File: src/rtl/vram_cpu_if.sv
// CPU-side access port of the framebuffer arbiter: one request/acknowledge
// transaction per access, carrying an RGB332 byte in either direction.
interface vram_cpu_if #(
  parameter int ADDR_WIDTH = 17
);
  // cpu_req is the valid: the master raises it with cpu_we/cpu_addr/cpu_wdata
  // and holds all four stable until the one-cycle cpu_ack, which doubles as
  // ready and marks cpu_rdata valid. cpu_req still high in the cycle after
  // cpu_ack starts a new transaction; dropping it before cpu_ack cancels.
  logic                  cpu_req;
  logic                  cpu_we;
  logic [ADDR_WIDTH-1:0] cpu_addr;
  logic [7:0]            cpu_wdata;
  logic                  cpu_ack;
  logic [7:0]            cpu_rdata;

  modport master (
    output cpu_req, cpu_we, cpu_addr, cpu_wdata,
    input  cpu_ack, cpu_rdata
  );

  modport slave (
    input  cpu_req, cpu_we, cpu_addr, cpu_wdata,
    output cpu_ack, cpu_rdata
  );
endinterface

File: src/rtl/vram_arbiter.sv
// Shares one synchronous-read framebuffer RAM between HDMI scan-out (strict
// priority, fixed 2-cycle x/y-to-rgb latency) and a CPU req/ack requester.
module vram_arbiter #(
  parameter int WIDTH       = 320,
  parameter int HEIGHT      = 240,
  parameter int ADDR_WIDTH  = 17,
  parameter int PIX_LATENCY = 2
) (
  input  logic                  clock25,
  input  logic                  reset,
  input  logic [11:0]           vid_x,
  input  logic [11:0]           vid_y,
  output logic [7:0]            vid_r,
  output logic [7:0]            vid_g,
  output logic [7:0]            vid_b,
  vram_cpu_if.slave             cpu,
  output logic [ADDR_WIDTH-1:0] ram_addr,
  output logic                  ram_we,
  output logic [7:0]            ram_wdata,
  input  logic [7:0]            ram_rdata,
  output logic                  dbg_state
);

  localparam logic [0:0] S_IDLE = 1'b0;
  localparam logic [0:0] S_ACK  = 1'b1;

  logic [0:0]             r_state;
  logic                   r_vld;
  logic [11:0]            r_x;
  logic [11:0]            r_y;
  logic                   r_black;
  logic [PIX_LATENCY-2:0] r_vpend;
  logic                   r_rd_ok;

  logic w_slot;
  logic w_vin;
  logic w_cin;
  logic w_issue;

  function automatic logic [23:0] rgb332(input logic [7:0] p);
    return {p[7:5], p[7:5], p[7:6],
            p[4:2], p[4:2], p[4:3],
            p[1:0], p[1:0], p[1:0], p[1:0]};
  endfunction

  always_comb begin
    w_slot  = !r_vld || (vid_x != r_x) || (vid_y != r_y);
    w_vin   = (32'(vid_x) < 32'(WIDTH)) && (32'(vid_y) < 32'(HEIGHT));
    w_cin   = 32'(cpu.cpu_addr) < 32'(WIDTH * HEIGHT);
    w_issue = (r_state == S_IDLE) && cpu.cpu_req && !w_slot && !reset;
  end

  // The product is formed at full width; truncation happens only after the
  // range check so an out-of-range pixel never aliases onto a real address.
  always_comb begin
    ram_addr  = '0;
    ram_we    = 1'b0;
    ram_wdata = 8'h00;
    if (!reset) begin
      if (w_issue) begin
        ram_addr  = cpu.cpu_addr;
        ram_we    = cpu.cpu_we && w_cin;
        ram_wdata = cpu.cpu_wdata;
      end else if (w_vin) begin
        ram_addr = ADDR_WIDTH'(32'(vid_y) * 32'(WIDTH) + 32'(vid_x));
      end
    end
  end

  always_comb begin
    cpu.cpu_ack   = (r_state == S_ACK) && !reset;
    cpu.cpu_rdata = (cpu.cpu_ack && r_rd_ok) ? ram_rdata : 8'h00;
    dbg_state     = r_state;
  end

  always_ff @(posedge clock25) begin
    if (reset) begin
      r_state <= S_IDLE;
      r_vld   <= 1'b0;
      r_x     <= '0;
      r_y     <= '0;
      r_black <= 1'b0;
      r_vpend <= '0;
      r_rd_ok <= 1'b0;
      vid_r   <= 8'h00;
      vid_g   <= 8'h00;
      vid_b   <= 8'h00;
    end else begin
      r_vpend <= w_slot;
      if (w_slot) begin
        r_vld   <= 1'b1;
        r_x     <= vid_x;
        r_y     <= vid_y;
        r_black <= !w_vin;
      end
      // ram_rdata here belongs to the previous cycle's video address.
      if (r_vpend[PIX_LATENCY-2])
        {vid_r, vid_g, vid_b} <= rgb332(r_black ? 8'h00 : ram_rdata);
      case (r_state)
        S_IDLE: begin
          if (w_issue) begin
            r_state <= S_ACK;
            r_rd_ok <= !cpu.cpu_we && w_cin;
          end
        end
        default: begin
          r_state <= S_IDLE;
          r_rd_ok <= 1'b0;
        end
      endcase
    end
  end

endmodule

File: src/flat_wrapper.sv
// flat-port wrapper written by rule: the top's interface ports become plain ports
module vram_arbiter_flat 
#(
  parameter int WIDTH       = 320,
  parameter int HEIGHT      = 240,
  parameter int ADDR_WIDTH  = 17,
  parameter int PIX_LATENCY = 2
)
  (clock25, reset, vid_x, vid_y, vid_r, vid_g, vid_b, ram_addr, ram_we, ram_wdata, ram_rdata, dbg_state, cpu_cpu_req, cpu_cpu_we, cpu_cpu_addr, cpu_cpu_wdata, cpu_cpu_ack, cpu_cpu_rdata);
  vram_cpu_if #(.ADDR_WIDTH(ADDR_WIDTH)) cpu_i ();
  input  logic clock25;
  input  logic reset;
  input  logic [11:0] vid_x;
  input  logic [11:0] vid_y;
  output logic [7:0] vid_r;
  output logic [7:0] vid_g;
  output logic [7:0] vid_b;
  output logic [ADDR_WIDTH-1:0] ram_addr;
  output logic ram_we;
  output logic [7:0] ram_wdata;
  input  logic [7:0] ram_rdata;
  output logic dbg_state;
  input wire logic [$bits(cpu_i.cpu_req)-1:0] cpu_cpu_req;
  input wire logic [$bits(cpu_i.cpu_we)-1:0] cpu_cpu_we;
  input wire logic [$bits(cpu_i.cpu_addr)-1:0] cpu_cpu_addr;
  input wire logic [$bits(cpu_i.cpu_wdata)-1:0] cpu_cpu_wdata;
  output wire logic [$bits(cpu_i.cpu_ack)-1:0] cpu_cpu_ack;
  output wire logic [$bits(cpu_i.cpu_rdata)-1:0] cpu_cpu_rdata;
  assign cpu_i.cpu_req = cpu_cpu_req;
  assign cpu_i.cpu_we = cpu_cpu_we;
  assign cpu_i.cpu_addr = cpu_cpu_addr;
  assign cpu_i.cpu_wdata = cpu_cpu_wdata;
  assign cpu_cpu_ack = cpu_i.cpu_ack;
  assign cpu_cpu_rdata = cpu_i.cpu_rdata;
  vram_arbiter #(.WIDTH(WIDTH), .HEIGHT(HEIGHT), .ADDR_WIDTH(ADDR_WIDTH), .PIX_LATENCY(PIX_LATENCY)) u_core (.clock25(clock25), .reset(reset), .vid_x(vid_x), .vid_y(vid_y), .vid_r(vid_r), .vid_g(vid_g), .vid_b(vid_b), .cpu(cpu_i), .ram_addr(ram_addr), .ram_we(ram_we), .ram_wdata(ram_wdata), .ram_rdata(ram_rdata), .dbg_state(dbg_state));
endmodule
File: config.mk
export PLATFORM = sky130hd
export DESIGN_NAME = vram_arbiter_flat
export DESIGN_NICKNAME = d
export VERILOG_FILES = /design/src/rtl/vram_cpu_if.sv /design/src/rtl/vram_arbiter.sv /design/src/flat_wrapper.sv
export SDC_FILE = /design/constraint.sdc
export NUM_CORES = 1
export LEC_CHECK = 0
export BUFFER_PORTS_ARGS = -buffer_cell sky130_fd_sc_hd__buf_2
export CAP_MARGIN = 20
export CORE_MARGIN = 3
export CORE_UTILIZATION = 52
export DETAILED_ROUTE_END_ITERATION = 12
export PLACE_DENSITY = 0.87
export SETUP_SLACK_MARGIN = 0.05
export SYNTH_ARGS = -nofsm -noshare
export SYNTH_HDL_FRONTEND = slang
export SYNTH_SLANG_ARGS = --single-unit
File: constraint.sdc
create_clock -name clock25 -period 5.9 [get_ports clock25]
set_input_delay 0.295 -clock clock25 [delete_from_list [all_inputs] [get_ports clock25]]
set_output_delay 0.295 -clock clock25 [all_outputs]
set_load 0.01 [all_outputs]
==> results of run 1 <==
## report_power, final
group          total [mW]  internal [mW]  leakage (nW)  switching [mW]
Clock               0.220          0.126        0.0543          0.0938
Combinational       0.205         0.0947          1.29           0.111
Sequential          0.268          0.262         0.307         0.00662
## per-stage QoR
stage | hold WS [ps] | std cells | util, % | setup slack (ps)
final | 237 | 495 | 68.6 | 2490
after global routing | 269 | 495 | 68.6 | 2350
after CTS | 243 | 495 | 68.6 | 2530
after detailed placement | 459 | 487 | 66.3 | 2530
after global placement | 452 | 487 | 66.3 | 2620
after floorplan | 371 | 326 | - | 2930
## path summary, 6_finish.rpt
check | endpoint | slack, ps | cells after the start
setup / recovery | ram_addr[14] | 2490 | 12
hold / removal | u_core.vid_b[6] | 240 | 3
setup reg to reg | u_core.r_rd_ok | 4040 | 6
hold reg to reg | u_core.r_rd_ok | 470 | 1
## worst max-delay path, stage by stage
cell	delay, ps
buf_2	140
ha_1	290
ha_1	240
fa_1	460
ha_1	330
o21ai_0	160
o21bai_1	100
a21o_1	230
a211o_1	300
a211o_1	300
a21oi_2	120
buf_2	150
## layout by cell type (no fill, tap or decap), drive strengths merged, types with 2 or more instances in the layout
cell / Yosys / layout
xnor2: 26 / 26
dfxtp: 37 / 37
o21a: 2 / 2
o21ai: 14 / 14
a21o: 3 / 3
a21oi: 17 / 17
and4: 2 / 2
nand2: 27 / 27
and2: 8 / 8
clkbuf: 6 / 5
or2: 2 / 2
inv: 5 / 5
nor2b: 36 / 36
o31ai: 6 / 6
a211oi: 4 / 4
a211o: 4 / 4
and3: 10 / 10
xor2: 8 / 8
a31oi: 2 / 2
o41ai: 2 / 2
buf: 21 / 121
fa: 2 / 2
nor4: 4 / 4
nand3: 3 / 3
nor2: 17 / 17
ha: 21 / 21
o211ai: 2 / 2
o21bai: 4 / 4
nand4: 11 / 11
nor4b: 2 / 2
nor3: 7 / 7
## kinds of logic after synthesis
| group | synth area share (%) |
|---|---|
| adder cells (fa/ha/maj) | 11.1 |
| AND/OR/NAND/NOR | 27.8 |
| flip-flops | 27.1 |
| buffers and inverters | 7.00 |
| AO/OA/AOI/OAI | 15.8 |
| multiplexers | 0.366 |
| XOR/XNOR | 10.9 |
## synth_stat cells, types with 4 or more instances
cell type  number
o21bai_1        4
and3_1         10
o21ai_0        13
nor2_1         17
nor2b_1        36
nand2_1        27
nor3_1          6
xor2_1          8
ha_1           21
nor4_1          4
inv_1           5
nand4_1        11
buf_4          18
a21oi_1        16
clkbuf_1        6
o31ai_1         5
and2_1          8
dfxtp_1        37
xnor2_1        26
## registers in the layout, indices dropped and copies added (netlist names)
register          count
u_core.r_x           12
u_core.dbg_state      1
u_core.vid_b          2
u_core.r_rd_ok        1
u_core.r_vld          1
u_core.r_y           12
u_core.r_vpend        1
u_core.vid_r          3
u_core.vid_g          3
u_core.r_black        1
## per-layer routing
metal | vias up | GRT usage [%] | wire [um]
met1 | 1152 | 26.2 | 2880
met3 | 2 | 4.70 | 507
met2 | 106 | 41.0 | 3340
li1 | 1331 | - | -
met5 | - | 0 | 0
met4 | 0 | 5.94 | 36
## cell type report
type | instances | area share, %
clock buffer | 5 | 2.04
clock inverter | 3 | 1.37
inverter | 5 | 0.557
multi-input combinational | 257 | 53.5
sequential | 37 | 22.0
tap | 67 | 2.49
timing repair buffer | 121 | 18.0
==> reports/results.tsv, run 1 <==
stage	metric	value	unit
logic_synthesis	number of flops mapped to enable cells by yosys	0	
clocking	latest clock arrival within the worst-skew pair	300	ps
floorplan	width of the chip	78.5	um
clocking	TritonCTS clock tree	done	
finish	Reg area	741	um2
drt	antenna violation net count after detailed routing	0	
floorplan	core box area	4910	um2
power	maximum VDD drop	0.000124	V
logic_synthesis	proportion of synthesized flip-flops having asynchronous set or reset	0	%
sta	upper clock frequency limit	293	MHz
clocking	total setup buffers inserted after CTS	0	
finish	nets@finish	511	
drt	Pre-antenna DRT Iters	4	
finish	antenna cells	0	
floorplan	Die Area	6170	um2
run	Max-Cap Viols	0	
sta	total negative slack	0	ps
worst_setup_path	endpoint arrival time on the critical path	3110	ps
logic_synthesis	area leader, netlist	dfxtp_1	
drt	mean routed wirelength per cell	13.7	um
logic_synthesis	sequential fraction of the synthesis area	27.1	%
drt	post-detailed-routing wire length	6760	um
global_route	first-pass GRT wire length	11200	um
sta	Worst Max-Slew Pin Slew	746	ps
sta	min cycle time layout	3410	ps
clocking	clk sinks	37	
worst_setup_path	Max Fanout on Critical Path	5	
finish	proportion of layout cells with a drive suffix above 1	32.2	%
worst_setup_path	element type at the critical path end	output pin	
power	power per standard cell area	206	nW/um2
finish	summed area of non-filler cells in the final layout	3370	um2
placed_design	RD Place Congestion	0.862	
drt	via/cell ratio	5.23	
clocking	cts bufs inserted	5	
finish	post-synthesis to final-layout area growth	23.2	%
worst_setup_path	required time at the endpoint of the critical path	5610	ps
logic_synthesis	netlist area before placement	2740	um2
global_route	number of antenna violations at the first check in global routing	0	
logic_synthesis	proportion of netlist area held by the largest area contributor	27.1	%
drt	number of DRC markers in iteration 0	79	
floorplan	height of the die	78.5	um
finish	area occupied by multi-input gates	1800	um2
sta	share of the clock period used by the worst path	57.8	%
clocking	largest buffer count on any clock path	2	
worst_setup_path	reg2reg start	u_core.r_y[8]	
clocking	PostCTS Resize Cnt	0	
global_route	vias in the first global route	2497	
worst_setup_path	Worst Setup Path Type	in2out	
global_route	global-route total usage across every layer	22.4	%
placed_design	detailed placement HPWL	5350	um
drt	Residual DRC	0	
min_path	Min-Delay Path Class	in2reg	
min_path	hold_sp	ram_rdata[0]	
logic_synthesis	instance count of the mapped netlist	326	
global_route	pin count of the biggest net entering global routing	42	
sta	number of hold-slack violations in the final timing report	0	
clocking	H-tree lvl count	2	
status	result of the run	completed	
clocking	root buf cell	clkbuf_8	
logic_synthesis	net count of the mapped netlist	410	
floorplan	starting utilization of the core area	55.7	%
logic_synthesis	number of distinct library cells after synthesis	52	
power	power after layout	694	uW
floorplan	# IOs	121	
logic_synthesis	yosys warns	0	
sta	final-report max-slew violation count	0	
logic_synthesis	Primary FF master, synth	dfxtp_1	
clocking	clock-pin slew on the worst setup and hold paths	70	ps
logic_synthesis	Synth area leaders	dfxtp_1, ha_1, xnor2_1	
worst_setup_path	critical path startpoint	vid_y[1]	
placed_design	# port buffers	120	
power	static power due to leakage	1.65	nW
logic_synthesis	Avg Synthesized Cell Area	8.39	um2
sta	RSZ-0062 raised after global routing	no	
sta	setup-violating endpoint count in the final report	0	
worst_setup_path	kind of start point of the critical path	input pin	
finish	filler cell count in the final layout	412	
global_route	aggregate global routing overflow	0	
floorplan	number of placement rows	25	
placed_design	placed inst area	3250	um2
drt	total via count in the routed design	2591	
logic_synthesis	post-synthesis sequential element count	37	
sta	worst-case headroom to the max-slew limit	50.2	%
sta	Worst Clk Skew	7.30	ps
clocking	CTS Hold Bufs	0	
(Power assumes the default switching activity.)
==> inputs of run 2 (changes only) <==
Settings changed: CORE_UTILIZATION 52 to 48, PLACE_DENSITY 0.87 to 0.81.
Clock period 5.9 ns to 3.4 ns, I/O delays scaled along.
==> reports/results.tsv, run 2 (synthesis results as in run 1) <==
stage	metric	value	unit	change
finish	non-filler cells, final	497		+0.40%
clocking	clk sinks	37		unchanged
min_path	Min-Delay Path Class	in2reg		
floorplan	core box area	5300	um2	+8.0%
worst_setup_path	setup slack, reg-to-reg	1160	ps	-2880 ps
power	power per standard cell area	325	nW/um2	+58%
clocking	CTS Hold Bufs	0		unchanged
finish	Post-Route Utilization	63.0	%	-5.6 points
finish	registers with the highest flip-flop counts	u_core.r_x (12), u_core.r_y (12)		
worst_setup_path	count of cell instances traversed by the critical path	12		unchanged
global_route	global-route total usage across every layer	20.2	%	-2.2 points
placed_design	placed inst area	3270	um2	+0.35%
floorplan	width of the chip	81.5	um	+3.8%
min_path	Worst Hold Path Cells	3		unchanged
drt	number of DRC markers in iteration 0	74		-6.3%
worst_setup_path	Max Fanout on Critical Path	5		unchanged
drt	Pre-antenna DRT Iters	4		unchanged
worst_setup_path	number of cell instances on the worst register-to-register path	7		+1
finish	most frequent cells in the layout	buf_2, dfxtp_1, nor2b_1		
sta	total negative slack	0	ps	unchanged
clocking	latest clock arrival within the worst-skew pair	280	ps	-20 ps
worst_setup_path	endpoint arrival time on the critical path	2940	ps	-170 ps
global_route	aggregate global routing overflow	0		unchanged
finish	most common library cell in the layout ignoring fill and taps	buf_2		
worst_setup_path	highest-delay cell along the critical path	fa_1		
floorplan	height of the die	81.5	um	+3.8%
clocking	H-tree lvl count	2		unchanged
worst_setup_path	Critical R2R Capture	u_core.r_rd_ok		
worst_setup_path	critical path's largest stage delay	450	ps	about the same
run	Max-Cap Viols	0		unchanged
clocking	root buf cell	clkbuf_8		
sta	final-report max-slew violation count	0		unchanged
finish	proportion of layout cells with a drive suffix above 1	32.1	%	-0.16 points
status	result of the run	completed		
drt	total via count in the routed design	2626		+1.4%
worst_setup_path	required time at the endpoint of the critical path	3230	ps	-2380 ps
sta	upper clock frequency limit	322	MHz	
finish	summed area of non-filler cells in the final layout	3340	um2	-0.89%
finish	nets@finish	512		+0.20%
floorplan	number of placement rows	26		+4.0%
floorplan	# IOs	121		unchanged
drt	Residual DRC	0		unchanged
global_route	pin count of the biggest net entering global routing	41		-2.4%
sta	Worst Max-Slew Pin Slew	655	ps	-91.7 ps
worst_setup_path	cells traversed along the worst timing path	buf_2 > ha_1 > ha_1 > fa_1 > ha_1 > o21ai_0 > o21bai_1 > a21o_1 > a211o_1 > a211o_1 > a21oi_2 > buf_2		
sta	min cycle time layout	3110	ps	
placed_design	# port buffers	120		unchanged
worst_setup_path	Crit path max-delay family	adder cells		
sta	Worst Clk Skew	5.95	ps	-1.35 ps
min_path	end of the worst hold path	u_core.vid_g[5]		
finish	antenna cells	0		unchanged
placed_design	RD Place Congestion	0.878		+1.8%
worst_setup_path	most used cell along the critical path	ha_1		
global_route	vias in the first global route	2359		-5.5%
min_path	hold_sp	ram_rdata[2]		
drt	antenna violation net count after detailed routing	0		unchanged
sta	setup-violating endpoint count in the final report	0		unchanged
worst_setup_path	element type at the critical path end	output pin		
power	maximum VDD drop	0.000154	V	+24%
floorplan	Die Area	6640	um2	+7.7%
global_route	number of antenna violations at the first check in global routing	0		unchanged
sta	share of the clock period used by the worst path	91.3	%	
sta	worst-case headroom to the max-slew limit	56.2	%	+6.0 points
finish	post-synthesis to final-layout area growth	22.1	%	
sta	number of hold-slack violations in the final timing report	0		unchanged
clocking	clock-pin slew on the worst setup and hold paths	60	ps	about the same
placed_design	detailed placement HPWL	5430	um	+1.4%
worst_setup_path	count of buffering cells on the critical path with inverters included	2		unchanged
clocking	TritonCTS clock tree	done		
floorplan	starting utilization of the core area	51.6	%	-4.1 points
worst_setup_path	reg2reg start	u_core.r_y[10]		
sta	final hold slack	127	ps	-110 ps
drt	post-detailed-routing wire length	6590	um	-2.5%
clocking	largest buffer count on any clock path	2		unchanged
clocking	PostCTS Resize Cnt	0		unchanged
clocking	cts bufs inserted	5		unchanged
placed_design	post-placement cell count	491		+0.82%
worst_setup_path	kind of start point of the critical path	input pin		
power	static power due to leakage	1.64	nW	-0.59%
worst_setup_path	Worst Setup Path Type	in2out		
drt	via/cell ratio	5.28		+0.94%
clocking	total setup buffers inserted after CTS	0		unchanged
global_route	first-pass GRT wire length	10500	um	-5.6%
sta	RSZ-0062 raised after global routing	no		
drt	mean routed wirelength per cell	13.3	um	-2.9%
[run 2: layer usage]
layer,global-route usage [%],up-vias,wire (um),share of wire [%]
li1,-,1335,-,-
met1,23.7,1179,2830,43
met2,36.4,105,3120,47
met3,4.28,7,560,8.5
met4,6.59,0,82,1.2
met5,0,-,0,0
[run 2: layout make-up]
class	count	area [um2]
clock buffers	5	68.8
inverters	5	18.8
fillers	477	1960
well taps	70	87.6
repair buffers	122	616
flip-flops and latches	37	741
clock inverters	1	5.00
multi-input cells	257	1800
[run 2: worst min-delay path, delay by kind of cell]
family	cells	cell delay, ps
AOI/OAI and AO/OA	1	50
buffers and inverters	1	80
and+or+nand+nor	1	70
[run 2: worst max path at each step]
stage                        end      from
finish              ram_addr[14]  vid_y[1]
global route        ram_addr[14]  vid_y[1]
CTS                 ram_addr[14]  vid_y[1]
detailed placement  ram_addr[14]  vid_y[1]
global placement    ram_addr[14]  vid_y[1]
floorplan           ram_addr[14]  vid_y[1]
[run 2: through the flow]
step | setup slack (ps) | power (mW)
2_1_floorplan | 682 | 0.730
3_3_place_gp | 382 | 0.819
3_5_place_dp | 310 | 0.827
4_1_cts | 289 | 1.10
5_1_grt | 135 | 1.16
6_report | 295 | 1.09
[run 2: report_power, final]
part	total (mW)	internal (mW)	switching, mW
clock network	0.266	0.134	0.132
registers	0.466	0.455	0.0113
logic	0.354	0.165	0.190
